===== src/rtl/siganfu_pkg.sv =====
`default_nettype none
// ============================================================================
// Module   : siganfu_pkg
// Purpose  : Shared types and default constants for SIGANFU target acquisition.
//            Provides the acquisition FSM state encoding and the default
//            lock / loss / timeout / hold cycle counts.
// Revision : 1.0 - initial release
// ============================================================================
package siganfu_pkg;

  typedef enum logic [2:0] {
    ST_IDLE     = 3'b000,
    ST_SEARCH   = 3'b001,
    ST_IFF_WAIT = 3'b010,
    ST_ENGAGE   = 3'b011,
    ST_ABORT    = 3'b100
  } acq_state_t;

  localparam int unsigned c_LOCK_HITS   = 4;
  localparam int unsigned c_LOSS_MISSES = 3;
  localparam int unsigned c_IFF_TIMEOUT = 20;
  localparam int unsigned c_ABORT_HOLD  = 10;

endpackage : siganfu_pkg
`default_nettype wire


===== src/rtl/siganfu_consec_counter.sv =====
`default_nettype none
// ============================================================================
// Module   : siganfu_consec_counter
// Purpose  : Saturating counter of consecutive events with a threshold flag.
//            thresh_o is high in the cycle whose increment brings the count
//            to MAX, so the caller can act on the same edge.
// Ports    : clk_i     - clock (rising edge)
//            rst_i     - synchronous active-high reset
//            clear_i   - synchronous clear (highest priority after reset)
//            inc_i     - event to count this cycle
//            restart_i - opposite event; breaks the run and zeroes the count
//            thresh_o  - this cycle's increment reaches MAX
// Revision : 1.0 - initial release
// ============================================================================
module siganfu_consec_counter #(
  parameter int unsigned MAX = 4
) (
  input  logic clk_i,
  input  logic rst_i,
  input  logic clear_i,
  input  logic inc_i,
  input  logic restart_i,
  output logic thresh_o
);

  localparam int unsigned CNT_W = $clog2(MAX + 1);
  localparam logic [CNT_W-1:0] c_MAX  = CNT_W'(MAX);
  localparam logic [CNT_W-1:0] c_LAST = CNT_W'(MAX - 1);

  logic [CNT_W-1:0] cnt_q, cnt_d;

  // Independent of clear_i so the caller may feed thresh_o back into clear_i.
  assign thresh_o = inc_i & ~restart_i & (cnt_q >= c_LAST);

  always_comb begin
    cnt_d = cnt_q;
    if (clear_i || restart_i) begin
      cnt_d = '0;
    end else if (inc_i && (cnt_q != c_MAX)) begin
      cnt_d = cnt_q + 1'b1;
    end
  end

  always_ff @(posedge clk_i) begin
    if (rst_i) begin
      cnt_q <= '0;
    end else begin
      cnt_q <= cnt_d;
    end
  end

endmodule : siganfu_consec_counter
`default_nettype wire


===== src/rtl/siganfu_target_acquisition.sv =====
`default_nettype none
// ============================================================================
// Module   : siganfu_target_acquisition
// Purpose  : Lock / identify / engage sequencer feeding the gun fire control.
//            Counts radar hits to lock, asks the IFF transponder, engages only
//            on a positive enemy answer, and drops lock on consecutive misses.
// Ports    : sysclk, reboot (sync active-high reset), system_arm,
//            radar_valid/radar_hit, iff_req, iff_resp_valid/iff_friend,
//            operator_fire, target_locked, is_enemy, fire_command, acq_state.
//            All outputs are registered.
// Revision : 1.0 - initial release
// ============================================================================
module siganfu_target_acquisition
  import siganfu_pkg::*;
#(
  parameter int unsigned LOCK_HITS   = c_LOCK_HITS,
  parameter int unsigned LOSS_MISSES = c_LOSS_MISSES,
  parameter int unsigned IFF_TIMEOUT = c_IFF_TIMEOUT,
  parameter int unsigned ABORT_HOLD  = c_ABORT_HOLD
) (
  input  logic       sysclk,
  input  logic       reboot,
  input  logic       system_arm,
  input  logic       radar_valid,
  input  logic       radar_hit,
  output logic       iff_req,
  input  logic       iff_resp_valid,
  input  logic       iff_friend,
  input  logic       operator_fire,
  output logic       target_locked,
  output logic       is_enemy,
  output logic       fire_command,
  output logic [2:0] acq_state
);

  // One timer serves both the IFF answer wait and the abort hold.
  localparam int unsigned TMR_MAX = (IFF_TIMEOUT > ABORT_HOLD) ? IFF_TIMEOUT : ABORT_HOLD;
  localparam int unsigned TMR_W   = $clog2(TMR_MAX + 1);
  localparam logic [TMR_W-1:0] c_TMR_MAX   = TMR_W'(TMR_MAX);
  localparam logic [TMR_W-1:0] c_IFF_LAST  = TMR_W'(IFF_TIMEOUT - 1);
  localparam logic [TMR_W-1:0] c_HOLD_LAST = TMR_W'(ABORT_HOLD - 1);

  acq_state_t       state_q, state_d;
  logic [TMR_W-1:0] tmr_q, tmr_d, tmr_inc;
  logic             locked_q, locked_d;
  logic             enemy_q, enemy_d;
  logic             fire_q, fire_d;
  logic             iff_req_q, iff_req_d;

  logic radar_h, radar_m;
  logic in_track;
  logic hit_lock, miss_loss;

  assign radar_h  = radar_valid & radar_hit;
  assign radar_m  = radar_valid & ~radar_hit;
  assign in_track = (state_q == ST_IFF_WAIT) || (state_q == ST_ENGAGE);
  assign tmr_inc  = (tmr_q == c_TMR_MAX) ? tmr_q : tmr_q + 1'b1;

  // Hit run only matters in SEARCH; cleared on lock so a later SEARCH starts fresh.
  siganfu_consec_counter #(.MAX(LOCK_HITS)) u_hit_cnt (
    .clk_i     (sysclk),
    .rst_i     (reboot),
    .clear_i   (~system_arm | (state_q != ST_SEARCH) | hit_lock),
    .inc_i     (radar_h),
    .restart_i (radar_m),
    .thresh_o  (hit_lock)
  );

  // Miss run spans IFF_WAIT and ENGAGE continuously.
  siganfu_consec_counter #(.MAX(LOSS_MISSES)) u_miss_cnt (
    .clk_i     (sysclk),
    .rst_i     (reboot),
    .clear_i   (~system_arm | ~in_track | miss_loss),
    .inc_i     (radar_m),
    .restart_i (radar_h),
    .thresh_o  (miss_loss)
  );

  always_comb begin
    state_d = state_q;
    tmr_d   = '0;
    case (state_q)
      ST_IDLE:   state_d = ST_SEARCH;
      ST_SEARCH: if (hit_lock) state_d = ST_IFF_WAIT;
      ST_IFF_WAIT: begin
        tmr_d = tmr_inc;
        // Track loss beats an answer; an answer beats the timeout.
        if (miss_loss) begin
          state_d = ST_SEARCH;
          tmr_d   = '0;
        end else if (iff_resp_valid) begin
          state_d = iff_friend ? ST_ABORT : ST_ENGAGE;
          tmr_d   = '0;
        end else if (tmr_q >= c_IFF_LAST) begin
          state_d = ST_ABORT;  // no answer: fail safe, treat as friend
          tmr_d   = '0;
        end
      end
      ST_ENGAGE: if (miss_loss) state_d = ST_SEARCH;
      ST_ABORT: begin
        tmr_d = tmr_inc;
        if (tmr_q >= c_HOLD_LAST) begin
          state_d = ST_SEARCH;
          tmr_d   = '0;
        end
      end
      default: state_d = ST_IDLE;
    endcase
    if (!system_arm) begin
      state_d = ST_IDLE;
      tmr_d   = '0;
    end
  end

  // Level outputs follow the next state so they change on the same edge as it.
  always_comb begin
    locked_d  = (state_d == ST_IFF_WAIT) || (state_d == ST_ENGAGE);
    enemy_d   = (state_d == ST_ENGAGE);
    iff_req_d = (state_d == ST_IFF_WAIT);
    fire_d    = operator_fire & (state_d == ST_ENGAGE);
  end

  always_ff @(posedge sysclk) begin
    if (reboot) begin
      state_q   <= ST_IDLE;
      tmr_q     <= '0;
      locked_q  <= 1'b0;
      enemy_q   <= 1'b0;
      fire_q    <= 1'b0;
      iff_req_q <= 1'b0;
    end else begin
      state_q   <= state_d;
      tmr_q     <= tmr_d;
      locked_q  <= locked_d;
      enemy_q   <= enemy_d;
      fire_q    <= fire_d;
      iff_req_q <= iff_req_d;
    end
  end

  assign target_locked = locked_q;
  assign is_enemy      = enemy_q;
  assign fire_command  = fire_q;
  assign iff_req       = iff_req_q;
  assign acq_state     = state_q;

endmodule : siganfu_target_acquisition
`default_nettype wire


===== config.mk =====
export PLATFORM = sky130hd
export DESIGN_NAME = siganfu_target_acquisition
export DESIGN_NICKNAME = d
export VERILOG_FILES = /design/src/rtl/siganfu_pkg.sv /design/src/rtl/siganfu_consec_counter.sv /design/src/rtl/siganfu_target_acquisition.sv
export SDC_FILE = /design/constraint.sdc
export NUM_CORES = 1
export LEC_CHECK = 0
export BUFFER_PORTS_ARGS = -buffer_cell sky130_fd_sc_hd__buf_2
export CAP_MARGIN = 10
export CORE_ASPECT_RATIO = 0.7
export CORE_UTILIZATION = 50
export CTS_BUF_LIST = sky130_fd_sc_hd__clkbuf_8 sky130_fd_sc_hd__clkbuf_16
export CTS_CLUSTER_DIAMETER = 50
export CTS_CLUSTER_SIZE = 30
export DETAILED_ROUTE_END_ITERATION = 10
export PLACE_DENSITY = 0.72
export SYNTH_ARGS = -nofsm -noshare
export SYNTH_HDL_FRONTEND = slang
export SYNTH_SLANG_ARGS = --single-unit

===== constraint.sdc =====
create_clock -name sysclk -period 2.2 [get_ports sysclk]
set_input_delay 0.11 -clock sysclk [delete_from_list [all_inputs] [get_ports sysclk]]
set_output_delay 0.11 -clock sysclk [all_outputs]
set_load 0.02 [all_outputs]

==> impl_metrics.yaml, run 1 <==
outcome:
  outcome: "finished clean"
clocking:
  cts-resized-gates: 0
  clock_sinks: 17
  clockBufferDepth: 2
  path_clk_slew_ns: 0.07
  cts_tree: "built"
  cts_inserted_buffers: 3
  hold_buffers: 0
  clkLatencyLatePin_ns: 0.26
  clockRootBuffer: "clkbuf_8"
  htreeDepth: 1
  post_cts_buffers: 0
final_layout:
  final_cell_count_no_fill: 148
  n_antenna_cell: 0
  stdcell_area_mm2: 0.00108
  nets: 144
  area_delta_synth_final_pct: 14.5
  drive_above_1_share: 0.165
  fill_cells: 154
timing:
  max_slew_margin: 0.698
  worst_pin_slew_ns: 0.451
  min_period_over_period: 0.807
  min_period_ns: 1.78
  finalHoldViolCount: 0
  clock.fmax_ghz: 0.563
  final-setup-viol-count: 0
  rsz0062_at_grt: "false"
  slew_violations: 0
  skew_ns: 0.00949
  setup-tns-final_ns: 0
global_routing:
  grt_pass1_wl_um: 2810
  first_global_vias: 611
  grt_usage: 0.197
  antenna_found_initial: 0
  overflow: 0
  grt_max_degree: 11
synth:
  ys_top_cells_by_count: "17 x dfxtp_1, 13 x nor2_1, 10 x inv_1"
  syn_nets: 126
  yosysMostFrequentCell: "dfxtp_1"
  synthCells: 110
  synth_cell_types: 33
  async_flop_share: 0
  synth_edf_count: 0
  syn-cell-area_um2: 947
  synth_area_leaders: "dfxtp_1 36%, ha_1 11%, nor2_1 5.2%"
  synth-seq-cells: 17
  yosysWarningCount: 0
  yosysSeqAreaShare: 0.359
  yosys.area.top_type: "dfxtp_1"
  ys.flop_type: "dfxtp_1"
  synth_top_cell_area_share: 0.359
  syn_avg_cell_area_um2: 8.61
placed_design:
  placed_area_mm2: 0.00104
  place_congestion: 0.815
  placed_cells: 144
  numPortBuffers: 14
  dp_hpwl_um: 1360
critical_path:
  r2r_start: "tmr_q[0]"
  critPathMaxFanout: 7
  crit_arrival_ns: 1.95
  cp_slowest_stage_delay_ns: 0.37
  path_class: "flop to flop"
  worstSetupStartpointType: "flop"
  worstPathCellList: "ha_1 -> nor4_4 -> a21oi_1 -> o31a_1 -> nor4_2"
  crit_start: "tmr_q[0]"
  slowest_stage: "dfxtp_1"
  endpoint_kind: "flop"
  worstPathRequired_ns: 2.38
die:
  die_y_um: 38.4
  die_w_um: 54.0
  start_util: 0.563
  rows: 12
  io_pins: 15
  die_area_mm2: 0.00208
  core_mm2: 0.00168
pwr:
  switching_share: 0.227
  p_per_area_mw_per_mm2: 538
  pwr-share-seq: 0.534
  intPower_uw: 451
  ir_worst_vdd_uv: 485
  power_frac_comb: 0.067
  total_leakage_power_nw: 0.433
  power_frac_clock: 0.399
  p_switching_uw: 133
routing:
  routedWlPerCell_um: 11.7
  num_vias: 777
  postRouteAntennaNets: 0
  finalWirelength_um: 1730
  first_pass_iters: 4
  drc_errors: 0
  drt_iter0_drc: 21
  avgViaCountPerCell: 5.25
worst_hold_path:
  min_from: "reboot"
  hold_class: "input pin to flop"
run:
  drv_cap: 0
-- cell type report --
cell class	count	area, um^2	area share
clock buffers	3	41.3	0.0381
well taps	21	26.3	0.0242
repair buffers	14	70.1	0.0646
multi-input cells	82	564	0.520
flip-flops and latches	17	340	0.314
inverters	10	37.5	0.0346
clock inverters	1	5.00	0.00461
-- per-layer routing --
layer  global-route usage  share of wire
met5                    0              0
met2                0.235           0.35
met3               0.0714          0.069
met4               0.0577          0.013
met1                0.310           0.56
-- state kept, by name (all words and copies together) (netlist names) --
name              cells
iff_req               1
u_hit_cnt.cnt_q       3
u_miss_cnt.cnt_q      2
target_locked         1
is_enemy              1
acq_state             3
fire_command          1
tmr_q                 5
-- worst max-delay path: cells and delay by family (launching register included) --
| family | cells | cell delay [ns] |
|---|---|---|
| fa+ha+maj | 1 | 0.29 |
| flops | 1 | 0.37 |
| compound gates | 2 | 0.50 |
| simple gates | 2 | 0.55 |
-- worst paths after layout --
check,endpoint,slack [ns],depth (start not counted)
setup / recovery,tmr_q[4],0.42,5
setup reg to reg,tmr_q[4],0.42,5
hold reg to reg,u_hit_cnt.cnt_q[2],0.54,2
hold / removal,acq_state[0],0.04,2
-- stage by stage --
step	total power, mW	setup slack (ns)	hold slack, ns	utilization
3_5_place_dp	0.358	0.425	0.305	0.618
6_report	0.584	0.424	0.0438	0.645
4_1_cts	0.592	0.417	0.0376	0.645
5_1_grt	0.611	0.302	0.0463	0.645
3_3_place_gp	0.357	0.439	0.308	0.618
2_1_floorplan	0.343	0.552	0.183	-
-- power groups by stage --
stage,logic [mW],registers [mW],clock network [mW]
global placement,0.0387,0.319,0
global route,0.0435,0.312,0.255
detailed placement,0.0388,0.319,0
CTS,0.0392,0.312,0.241
finish,0.0392,0.312,0.233
floorplan,0.0233,0.320,0
-- layout by cell type (no fill, tap or decap), types with 3 or more instances in the layout --
cell	n
a211oi_1	4
a21oi_1	8
buf_2	14
clkbuf_8	3
dfxtp_1	17
ha_1	8
inv_1	10
nand2_1	8
nand2b_1	4
nand3_1	3
nor2_1	13
nor2b_1	3
nor3_1	4
o21ai_0	3
xnor2_1	5
-- cell families after synthesis --
group | after synthesis | share of synthesized area
buffers and inverters | 11 | 0.0449
adders and majority gates | 8 | 0.106
DFF | 17 | 0.359
muxes | 1 | 0.0106
xor gates and xnor gates | 6 | 0.0555
and+or+nand+nor | 42 | 0.239
AOI/OAI and AO/OA | 25 | 0.185
No activity file was read; power rests on OpenSTA's default activity.
==> inputs of run 2 (changes only) <==
==> constraint.sdc (replaced) <==
create_clock -name sysclk -period 1.65 [get_ports sysclk]
set_input_delay 0.0825 -clock sysclk [delete_from_list [all_inputs] [get_ports sysclk]]
set_output_delay 0.0825 -clock sysclk [all_outputs]
set_load 0.02 [all_outputs]
==> run 2 against run 1 <==
  * Non-clock buffer count increased by 13
  * Global-route usage rose by 3.5 points
  * Clock power grew 34%
  * Power increased by 35%
  * Critical path type unchanged
  * Critical endpoint unchanged
  * Largest cell class unchanged
  * Highest routed layer unchanged
==> impl_metrics.yaml, run 2 (synthesis gave the netlist of run 1 again) <==
routing:
  first_pass_iters: 4
  routedWlPerCell_um: 13.4
  finalWirelength_um: 2150
  avgViaCountPerCell: 5.32
  drc_errors: 0
  postRouteAntennaNets: 0
  drt_iter0_drc: 19
  num_vias: 856
critical_path:
  endpoint_kind: "flop"
  critical_path_buf_inv_count: 1
  cp_top_family: "simple AND/OR/NAND/NOR gates"
  cp_slowest_stage_delay_ns: 0.35
  slowest_stage: "dfxtp_4"
  worstPathRequired_ns: 1.82
  crit_arrival_ns: 1.76
  worstSetupStartpointType: "flop"
  path_class: "flop to flop"
  critPathMaxFanout: 3
  worstPathCellList: "buf_6 -> ha_4 -> nor4_4 -> a21oi_2 -> o31a_1 -> nor4_2"
global_routing:
  grt_pass1_wl_um: 3230
  antenna_found_initial: 0
  grt_usage: 0.233
  overflow: 0
  grt_max_degree: 11
  first_global_vias: 730
final_layout:
  mostFrequentLayoutCells: "14 x dfxtp_1, 14 x buf_2, 12 x buf_4"
  stdcell_area_mm2: 0.00124
  n_antenna_cell: 0
  top_register: "tmr_q"
  finalCoreUtilization: 0.740
  nets: 157
  largest_reg_flops: 5
  area_delta_synth_final_pct: 31.4
  final_cell_count_no_fill: 161
  drive_above_1_share: 0.321
timing:
  finalHoldViolCount: 0
  skew_ns: 0.00533
  worst_pin_slew_ns: 0.441
  clock.fmax_ghz: 0.628
  max_slew_margin: 0.706
  rsz0062_at_grt: "true"
  hold_ws_ns: 0.0189
  slew_violations: 0
  min_period_ns: 1.59
  min_period_over_period: 0.965
  final-setup-viol-count: 0
pwr:
  intPower_uw: 604
  p_switching_uw: 184
  pwr-share-seq: 0.522
  power_frac_comb: 0.080
  switching_share: 0.233
  p_per_area_mw_per_mm2: 633
  ir_worst_vdd_uv: 816
  power_frac_clock: 0.398
  total_leakage_power_nw: 0.513
die:
  rows: 12
  die_area_mm2: 0.00208
  start_util: 0.563
  die_w_um: 54.0
  io_pins: 15
  die_y_um: 38.4
  core_mm2: 0.00168
clocking:
  hold_buffers: 0
  cts_tree: "built"
  htreeDepth: 1
  clockRootBuffer: "clkbuf_8"
  clockBufferDepth: 2
  path_clk_slew_ns: 0.07
  cts_inserted_buffers: 3
  clock_sinks: 17
  clkLatencyLatePin_ns: 0.26
worst_hold_path:
  hold_class: "input pin to flop"
placed_design:
  placed_area_mm2: 0.00112
  numPortBuffers: 14
  placed_cells: 155
  place_congestion: 0.854
  dp_hpwl_um: 1540
outcome:
  outcome: "finished clean"
run:
  drv_cap: 0
-- run 2: changes by cell type in the layout (fill, tap and decap cells not counted), moves of 2 or more --
| cell | delta |
|---|---|
| buf_4 | +12 |
| dfxtp_2 | +2 |
| nor2_2 | +2 |
| dfxtp_1 | -3 |
| nor2_1 | -2 |
| ha_1 | -2 |
-- run 2: path summary, 6_finish.rpt --
| kind | start | cells past startpoint | to | slack, ns |
|---|---|---|---|---|
| max | tmr_q[1] | 6 | tmr_q[4] | 0.06 |
| min reg2reg | u_miss_cnt.cnt_q[0] | 2 | u_miss_cnt.cnt_q[0] | 0.53 |
| min | reboot | 2 | acq_state[0] | 0.02 |
| max reg2reg | tmr_q[1] | 6 | tmr_q[4] | 0.06 |
-- run 2: timing repair --
item,in CTS,in global routing
gates resized for setup,6,9
pin swaps,0,7
setup endpoints to repair,6,8
endpoints found under the hold margin,0,0
buffers inserted,0,2
-- run 2: routing by layer --
layer | track usage | routed length, um | vias to the layer above | part of all wire
li1 | - | - | 443 | -
met1 | 0.322 | 1120 | 378 | 0.52
met2 | 0.309 | 845 | 30 | 0.39
met3 | 0.0833 | 149 | 5 | 0.069
met4 | 0.115 | 38 | 0 | 0.018
met5 | 0 | 0 | - | 0
-- run 2: stage by stage --
step | power [mW] | TNS [ns] | setup WS [ns]
6_report | 0.788 | 0 | 0.0585
5_1_grt | 0.813 | -0.0407 | -0.0407
4_1_cts | 0.791 | 0 | 0.0119
3_5_place_dp | 0.480 | -0.123 | -0.0483
3_3_place_gp | 0.479 | 0 | 0.0216
2_1_floorplan | 0.457 | 0 | 0.00196
-- run 2: area by class of cell --
cell class              instances  area [um^2]
flip-flops and latches         17          347
repair buffers                 27          171
multi-input cells              82          617
clock inverters                 1         5.00
fillers                       133          437
well taps                      21         26.3
inverters                      10         37.5
clock buffers                   3         41.3
-- run 2: worst reg2reg max path, cell delays in order (launching register included) --
cell     delay, ns
dfxtp_4       0.35
buf_6         0.13
ha_4          0.16
nor4_4        0.18
a21oi_2       0.09
o31a_1        0.33
nor4_2        0.27
-- run 2: power groups by stage --
| stage | Sequential [mW] | Combinational (mW) | Clock (mW) |
|---|---|---|---|
| after floorplan | 0.426 | 0.0310 | 0 |
| after global placement | 0.422 | 0.0569 | 0 |
| after detailed placement | 0.422 | 0.0579 | 0 |
| after CTS | 0.413 | 0.0587 | 0.320 |
| after global routing | 0.411 | 0.0681 | 0.333 |
| final | 0.412 | 0.0629 | 0.313 |
